$ cat config.mk
export PLATFORM = sky130hd
export DESIGN_NAME = hours_counter_ext_flat
export DESIGN_NICKNAME = d
export VERILOG_FILES = /design/src/rtl/hours_counter_ext_if.sv /design/src/rtl/hours_counter_ext.sv /design/src/flat_wrapper.sv
export SDC_FILE = /design/constraint.sdc
export NUM_CORES = 1
export LEC_CHECK = 0
export BUFFER_PORTS_ARGS = -buffer_cell sky130_fd_sc_hd__buf_2
export CAP_MARGIN = 25
export CORE_ASPECT_RATIO = 1.5
export CORE_MARGIN = 1.5
export CORE_UTILIZATION = 45
export DETAILED_ROUTE_END_ITERATION = 8
export MAX_ROUTING_LAYER = met4
export PLACE_DENSITY = 0.76
export RECOVER_POWER = 100
export SYNTH_ARGS = -nofsm -noshare
export SYNTH_HDL_FRONTEND = slang
export SYNTH_SLANG_ARGS = --single-unit
export TNS_END_PERCENT = 20
$ cat constraint.sdc
create_clock -name clkMSec -period 1.8 [get_ports clkMSec]
set_input_delay 0.18 -clock clkMSec [delete_from_list [all_inputs] [get_ports clkMSec]]
set_output_delay 0.18 -clock clkMSec [all_outputs]
set_load 0.05 [all_outputs]
$ cat src/rtl/hours_counter_ext_if.sv
// Purpose: control and display bundle between the clock datapath and hours_counter_ext.
// Latency: none, signal bundle only.
// Backpressure: none; every input is a level or a one-cycle pulse, and there is no ready path.
// Ports: master drives milTime/hourTick/setEn/setInc/setDec/loadEn/loadHour and observes the outputs.
//        slave is the counter: it reads the controls and drives loadErr/hour24/hour/hourBcd/amPm/dayRoll/dayOfWeek.
interface hours_counter_ext_if #(
    parameter int HOUR_W = 5,
    parameter int DAY_W  = 3
);
    logic              milTime;
    logic              hourTick;
    logic              setEn;
    logic              setInc;
    logic              setDec;
    logic              loadEn;
    logic [HOUR_W-1:0] loadHour;
    logic              loadErr;
    logic [HOUR_W-1:0] hour24;
    logic [HOUR_W-1:0] hour;
    logic [7:0]        hourBcd;
    logic              amPm;
    logic              dayRoll;
    logic [DAY_W-1:0]  dayOfWeek;

    modport master (
        output milTime, hourTick, setEn, setInc, setDec, loadEn, loadHour,
        input  loadErr, hour24, hour, hourBcd, amPm, dayRoll, dayOfWeek
    );

    modport slave (
        input  milTime, hourTick, setEn, setInc, setDec, loadEn, loadHour,
        output loadErr, hour24, hour, hourBcd, amPm, dayRoll, dayOfWeek
    );
endinterface

$ cat src/rtl/hours_counter_ext.sv
// Purpose: time-of-day hour counter with 12/24-hour BCD decode, user set/load and a day-of-week counter.
// Latency: state updates on the clkMSec edge; the display decode is combinational from the raw hour.
// Backpressure: none; a tick that arrives during set mode or a load is dropped, not queued.
// Ports: clkMSec is the clock. resetN is a synchronous active-high reset.
//        bus (slave) carries the controls (milTime, hourTick, setEn/setInc/setDec, loadEn/loadHour)
//        and the outputs (loadErr, hour24, hour, hourBcd, amPm, dayRoll, dayOfWeek).
module hours_counter_ext #(
    parameter int HOURS_PER_DAY = 24,
    parameter int HOUR_W        = 5,
    parameter int RESET_HOUR    = 0,
    parameter int DAYS_PER_WEEK = 7,
    parameter int DAY_W         = 3
) (
    input  logic clkMSec,
    input  logic resetN,
    hours_counter_ext_if.slave bus
);
    localparam int                HALF      = HOURS_PER_DAY / 2;
    localparam logic [HOUR_W-1:0] LAST_HOUR = HOUR_W'(HOURS_PER_DAY - 1);
    localparam logic [HOUR_W-1:0] HALF_HOUR = HOUR_W'(HALF);
    localparam logic [HOUR_W-1:0] RST_HOUR  = HOUR_W'(RESET_HOUR);
    localparam logic [DAY_W-1:0]  LAST_DAY  = DAY_W'(DAYS_PER_WEEK - 1);

    logic [HOUR_W-1:0] cnt;
    logic [DAY_W-1:0]  day;
    logic              dayRollQ;
    logic              loadErrQ;

    logic [HOUR_W-1:0] halfMod;
    logic [HOUR_W-1:0] dispHour;
    logic [7:0]        disp8;
    logic [7:0]        tens;
    logic [7:0]        ones;

    // One action per cycle: reset, then load, then set step, then tick.
    // Pulses default low so dayRoll/loadErr last exactly one cycle.
    always_ff @(posedge clkMSec) begin
        if (resetN) begin
            cnt      <= RST_HOUR;
            day      <= '0;
            dayRollQ <= 1'b0;
            loadErrQ <= 1'b0;
        end else begin
            dayRollQ <= 1'b0;
            loadErrQ <= 1'b0;
            if (bus.loadEn) begin
                if (bus.loadHour <= LAST_HOUR) begin
                    cnt <= bus.loadHour;
                end else begin
                    loadErrQ <= 1'b1;
                end
            end else if (bus.setEn) begin
                // Set-mode wraps are silent: no dayRoll and the day is left alone.
                // Inc and dec together cancel out.
                if (bus.setInc && !bus.setDec) begin
                    cnt <= (cnt == LAST_HOUR) ? '0 : cnt + HOUR_W'(1);
                end else if (bus.setDec && !bus.setInc) begin
                    cnt <= (cnt == '0) ? LAST_HOUR : cnt - HOUR_W'(1);
                end
            end else if (bus.hourTick) begin
                if (cnt == LAST_HOUR) begin
                    cnt      <= '0;
                    dayRollQ <= 1'b1;
                    day      <= (day == LAST_DAY) ? '0 : day + DAY_W'(1);
                end else begin
                    cnt <= cnt + HOUR_W'(1);
                end
            end
        end
    end

    // 12-hour mode shows HALF in place of 0, so midnight and noon both read as HALF.
    always_comb begin
        halfMod  = cnt % HALF_HOUR;
        dispHour = cnt;
        if (!bus.milTime) begin
            dispHour = (halfMod == '0) ? HALF_HOUR : halfMod;
        end
    end

    // The displayed hour never exceeds 98, so two BCD digits are enough.
    assign disp8 = 8'(dispHour);
    assign tens  = disp8 / 8'd10;
    assign ones  = disp8 % 8'd10;

    assign bus.hour24    = cnt;
    assign bus.hour      = dispHour;
    assign bus.hourBcd   = {tens[3:0], ones[3:0]};
    assign bus.amPm      = (cnt >= HALF_HOUR);
    assign bus.dayRoll   = dayRollQ;
    assign bus.loadErr   = loadErrQ;
    assign bus.dayOfWeek = day;
endmodule

$ cat src/flat_wrapper.sv
// flat-port wrapper written by rule: the top's interface ports become plain ports
module hours_counter_ext_flat 
#(
    parameter int HOURS_PER_DAY = 24,
    parameter int HOUR_W        = 5,
    parameter int RESET_HOUR    = 0,
    parameter int DAYS_PER_WEEK = 7,
    parameter int DAY_W         = 3
)
  (clkMSec, resetN, bus_milTime, bus_hourTick, bus_setEn, bus_setInc, bus_setDec, bus_loadEn, bus_loadHour, bus_loadErr, bus_hour24, bus_hour, bus_hourBcd, bus_amPm, bus_dayRoll, bus_dayOfWeek);
  hours_counter_ext_if #(.HOUR_W(HOUR_W), .DAY_W(DAY_W)) bus_i ();
  input  logic clkMSec;
  input  logic resetN;
  input wire logic [$bits(bus_i.milTime)-1:0] bus_milTime;
  input wire logic [$bits(bus_i.hourTick)-1:0] bus_hourTick;
  input wire logic [$bits(bus_i.setEn)-1:0] bus_setEn;
  input wire logic [$bits(bus_i.setInc)-1:0] bus_setInc;
  input wire logic [$bits(bus_i.setDec)-1:0] bus_setDec;
  input wire logic [$bits(bus_i.loadEn)-1:0] bus_loadEn;
  input wire logic [$bits(bus_i.loadHour)-1:0] bus_loadHour;
  output wire logic [$bits(bus_i.loadErr)-1:0] bus_loadErr;
  output wire logic [$bits(bus_i.hour24)-1:0] bus_hour24;
  output wire logic [$bits(bus_i.hour)-1:0] bus_hour;
  output wire logic [$bits(bus_i.hourBcd)-1:0] bus_hourBcd;
  output wire logic [$bits(bus_i.amPm)-1:0] bus_amPm;
  output wire logic [$bits(bus_i.dayRoll)-1:0] bus_dayRoll;
  output wire logic [$bits(bus_i.dayOfWeek)-1:0] bus_dayOfWeek;
  assign bus_i.milTime = bus_milTime;
  assign bus_i.hourTick = bus_hourTick;
  assign bus_i.setEn = bus_setEn;
  assign bus_i.setInc = bus_setInc;
  assign bus_i.setDec = bus_setDec;
  assign bus_i.loadEn = bus_loadEn;
  assign bus_i.loadHour = bus_loadHour;
  assign bus_loadErr = bus_i.loadErr;
  assign bus_hour24 = bus_i.hour24;
  assign bus_hour = bus_i.hour;
  assign bus_hourBcd = bus_i.hourBcd;
  assign bus_amPm = bus_i.amPm;
  assign bus_dayRoll = bus_i.dayRoll;
  assign bus_dayOfWeek = bus_i.dayOfWeek;
  hours_counter_ext #(.HOURS_PER_DAY(HOURS_PER_DAY), .HOUR_W(HOUR_W), .RESET_HOUR(RESET_HOUR), .DAYS_PER_WEEK(DAYS_PER_WEEK), .DAY_W(DAY_W)) u_core (.clkMSec(clkMSec), .resetN(resetN), .bus(bus_i));
endmodule
==> run_results.csv <==
group,metric,value,unit
worst_setup_path,critPathLaunchType,"register",
floorplanning,dieHeight,62.5,microns
route,antenna_left,0,
clocking,clk_pin_slew_worst_paths,70,ps
clocking,cts_num_sinks,10,
worst_setup_path,arrival,1880,ps
floorplanning,core,0.00223,sq mm
worst_setup_path,cp-end-kind,"primary output",
global_routing,grt-ovfl-total,0,
clocking,clk_path_buf_depth,2,
final_layout,n_antenna_cell,0,
global_routing,grt_pass1_wl,6.10,mm
run,maxCapViolCount,0,
clocking,cts_made_buffers,3,
timing,hold_viol,0,
timing,rsz0062_at_grt,"true",
final_layout,multi_input_area,921,sq um
clocking,cts-root-buf,"clkbuf_4",
timing,finalWorstSetupSlack,-257,ps
timing,finalSetupViolCount,12,
run_status,outcome,"finished, violations left",
synthesis,yosysTopAreaCell,"dfxtp_1",
route,drt_pass1_iterations,4,
synthesis,syn_avg_cell_area,7.17,sq um
synthesis,synthTopCellsByArea,"dfxtp_1 (19%), a21oi_1 (7.1%), ha_1 (5.9%)",
power_and_ir_drop,peakVddDrop,0.575,mV
global_routing,met3_usage,0.0318,
floorplanning,initial_core_util,0.475,
final_layout,final_cell_mix,"buf_4 (25), buf_2 (15), a21oi_1 (13)",
final_layout,final_nets,225,
synthesis,syn_area,0.00106,sq mm
worst_setup_path,cp_slowest_cell,"dfxtp_4",
global_routing,grt_pass1_vias,1384,
global_routing,busiest_layer,"met2",
floorplanning,fp.dieArea,0.00266,sq mm
power_and_ir_drop,power_density,820,mW/mm^2
synthesis,synth-seq-cells,10,
final_layout,register_area,219,sq um
synthesis,yosysSeqAreaShare,0.189,
timing,finalCriticalPeriod,2060,ps
route,drt_iter0_markers,44,
synthesis,synth_cells,148,
timing,min_period_over_period,1.14,
worst_setup_path,cpLargestDelayFamily,"buffers and inverters",
placed_design,gp_congestion,0.910,
timing,timing.fmax,486,MHz
synthesis,synth_cell_types,48,
final_layout,syn_to_final_growth,59.9,%
synthesis,synth_edf_count,0,
clocking,cts_tree,"done",
synthesis,synth_ff_type,"dfxtp_1",
floorplanning,rows,21,
global_routing,grt_max_degree,18,
power_and_ir_drop,p_leak,0.688,nW
floorplanning,die_width,42.6,microns
timing,drv_slew,0,
worst_setup_path,worstSetupPathType,"register to primary output",
run_status,failed_checks,"setup timing",
final_layout,final_common_cell,"buf_4",
timing,relSlewSlack,0.455,
clocking,hold_buffers,0,
route,drc,0,
global_routing,grtUsageTotal,0.291,
synthesis,synth_top_area_frac,0.189,
worst_setup_path,worstPathRequired,1620,ps
final_layout,fin_util,0.760,
worst_setup_path,critPathBufInv,4,
route,wire_per_inst,17.0,microns
clocking,clock_latency,270,ps
worst_setup_path,crit_chain,"buf_8 > buf_4 > nor3_2 > a31oi_1 > o211ai_1 > buf_4 > xor2_4 > buf_6",
timing,worst_pin_slew,817,ps
global_routing,grt_use_met2,0.513,
timing,timing.hold.ws,219,ps
final_layout,nFillCells,156,
synthesis,synth_warnings,0,
clocking,cts-htree-levels,1,
global_routing,use_met1,0.293,
final_layout,layout-drive-gt1-share,0.481,
route,finalWirelength,3.89,mm
synthesis,synthArstFlopShare,0,
timing,skew,6.18,ps
route,vias,1424,
worst_setup_path,crit_path_frequent_cell,"buf_4",
worst_hold_path,hold_path.class,"primary input to register",
worst_setup_path,crit_fanout,8,
route,vias_per_cell,6.22,
global_routing,antenna_found_initial,0,
floorplanning,io_pins,37,
placed_design,io_buffers,34,
placed_design,dpl.hpwl,2.38,mm
placed_design,dpl_worst_slack,-21.6,ps
worst_setup_path,cpPeakStageDelay,370,ps
[worst reg2reg max path: cells and delay by family, from the launching register on]
kind | cells | cell delay, ps
and+or+nand+nor | 1 | 570
AOI/OAI and AO/OA | 3 | 510
DFF | 1 | 380
buffers and inverters | 2 | 280
[cells in the mapped netlist (all sizes together) (4+ instances only)]
cell type	instances
inv	9
nand3	4
dfxtp	10
nor2	14
nor3	6
nand2b	5
o21ai	9
buf	10
a211oi	6
a21oi	15
nand2	9
ha	5
[worst paths after layout]
kind                                        start                                    to  slack [ps]  cells past startpoint
min reg2reg  u_core.bus.dayOfWeek[2]$_SDFFE_PP0P_  u_core.bus.dayOfWeek[2]$_SDFFE_PP0P_         510                      2
min                               bus_loadHour[4]         u_core.bus.loadErr$_SDFF_PP0_         220                      2
max reg2reg     u_core.bus.hour24[4]$_SDFFE_PP0P_     u_core.bus.hour24[1]$_SDFFE_PP0P_         -40                      6
max             u_core.bus.hour24[2]$_SDFFE_PP0P_                        bus_hourBcd[1]        -260                      8
[logic make-up (layout without fill, tap and decap cells)]
kind of cell,Yosys count,count (layout),share of synthesized area
simple gates,54,54,0.279
compound gates,51,51,0.321
buf+inv,22,79,0.105
flops,10,10,0.189
fa+ha+maj,5,5,0.0590
xor+xnor,3,3,0.0248
mux,2,2,0.0189
other cells,1,2,0.00353
[registers in the layout, indices dropped and copies added (netlist names)]
register and count:
u_core.bus.loadErr 1, u_core.bus.dayOfWeek 3, u_core.bus.dayRoll 1, u_core.bus.hour24 5
[metrics by stage]
step | setup TNS [ps] | power, W | cells | instance area, sq um
after floorplan | -1910 | 0.000834 | 149 | 1170
after global placement | 0 | 0.000981 | 206 | 1380
after detailed placement | -42.2 | 0.000996 | 206 | 1380
after CTS | -577 | 0.00132 | 224 | 1610
after global routing | -2420 | 0.00145 | 229 | 1700
final | -1510 | 0.00139 | 229 | 1700
[power by group]
part,total (W),switching (W),leakage (nW),internal [W]
Sequential,0.000267,0.0000293,0.0849,0.000238
Clock,0.000205,0.0000818,0.0210,0.000123
Combinational,0.000919,0.000563,0.582,0.000357
[what timing repair did]
action | 4_1_cts | 5_1_grt
setup endpoints to repair | 10 | 18
buffers inserted | 14 | 5
pin swaps | 6 | 12
resized for setup | 29 | 16
[cell type report]
class,instances,area share
Timing Repair Buffer,66,0.268
Multi-Input combinational cell,117,0.543
Tap cell,23,0.0170
Sequential cell,10,0.129
Inverter,9,0.0221
Clock buffer,4,0.0214
[routing by layer]
| layer | vias up | wire length (microns) | part of all wire |
|---|---|---|---|
| met1 | 653 | 1380 | 0.35 |
| met2 | 91 | 2080 | 0.53 |
| met5 | - | 0 | 0 |
| li1 | 658 | - | - |
| met3 | 22 | 239 | 0.061 |
| met4 | 0 | 191 | 0.049 |
Power figures use the tool's default switching activity.
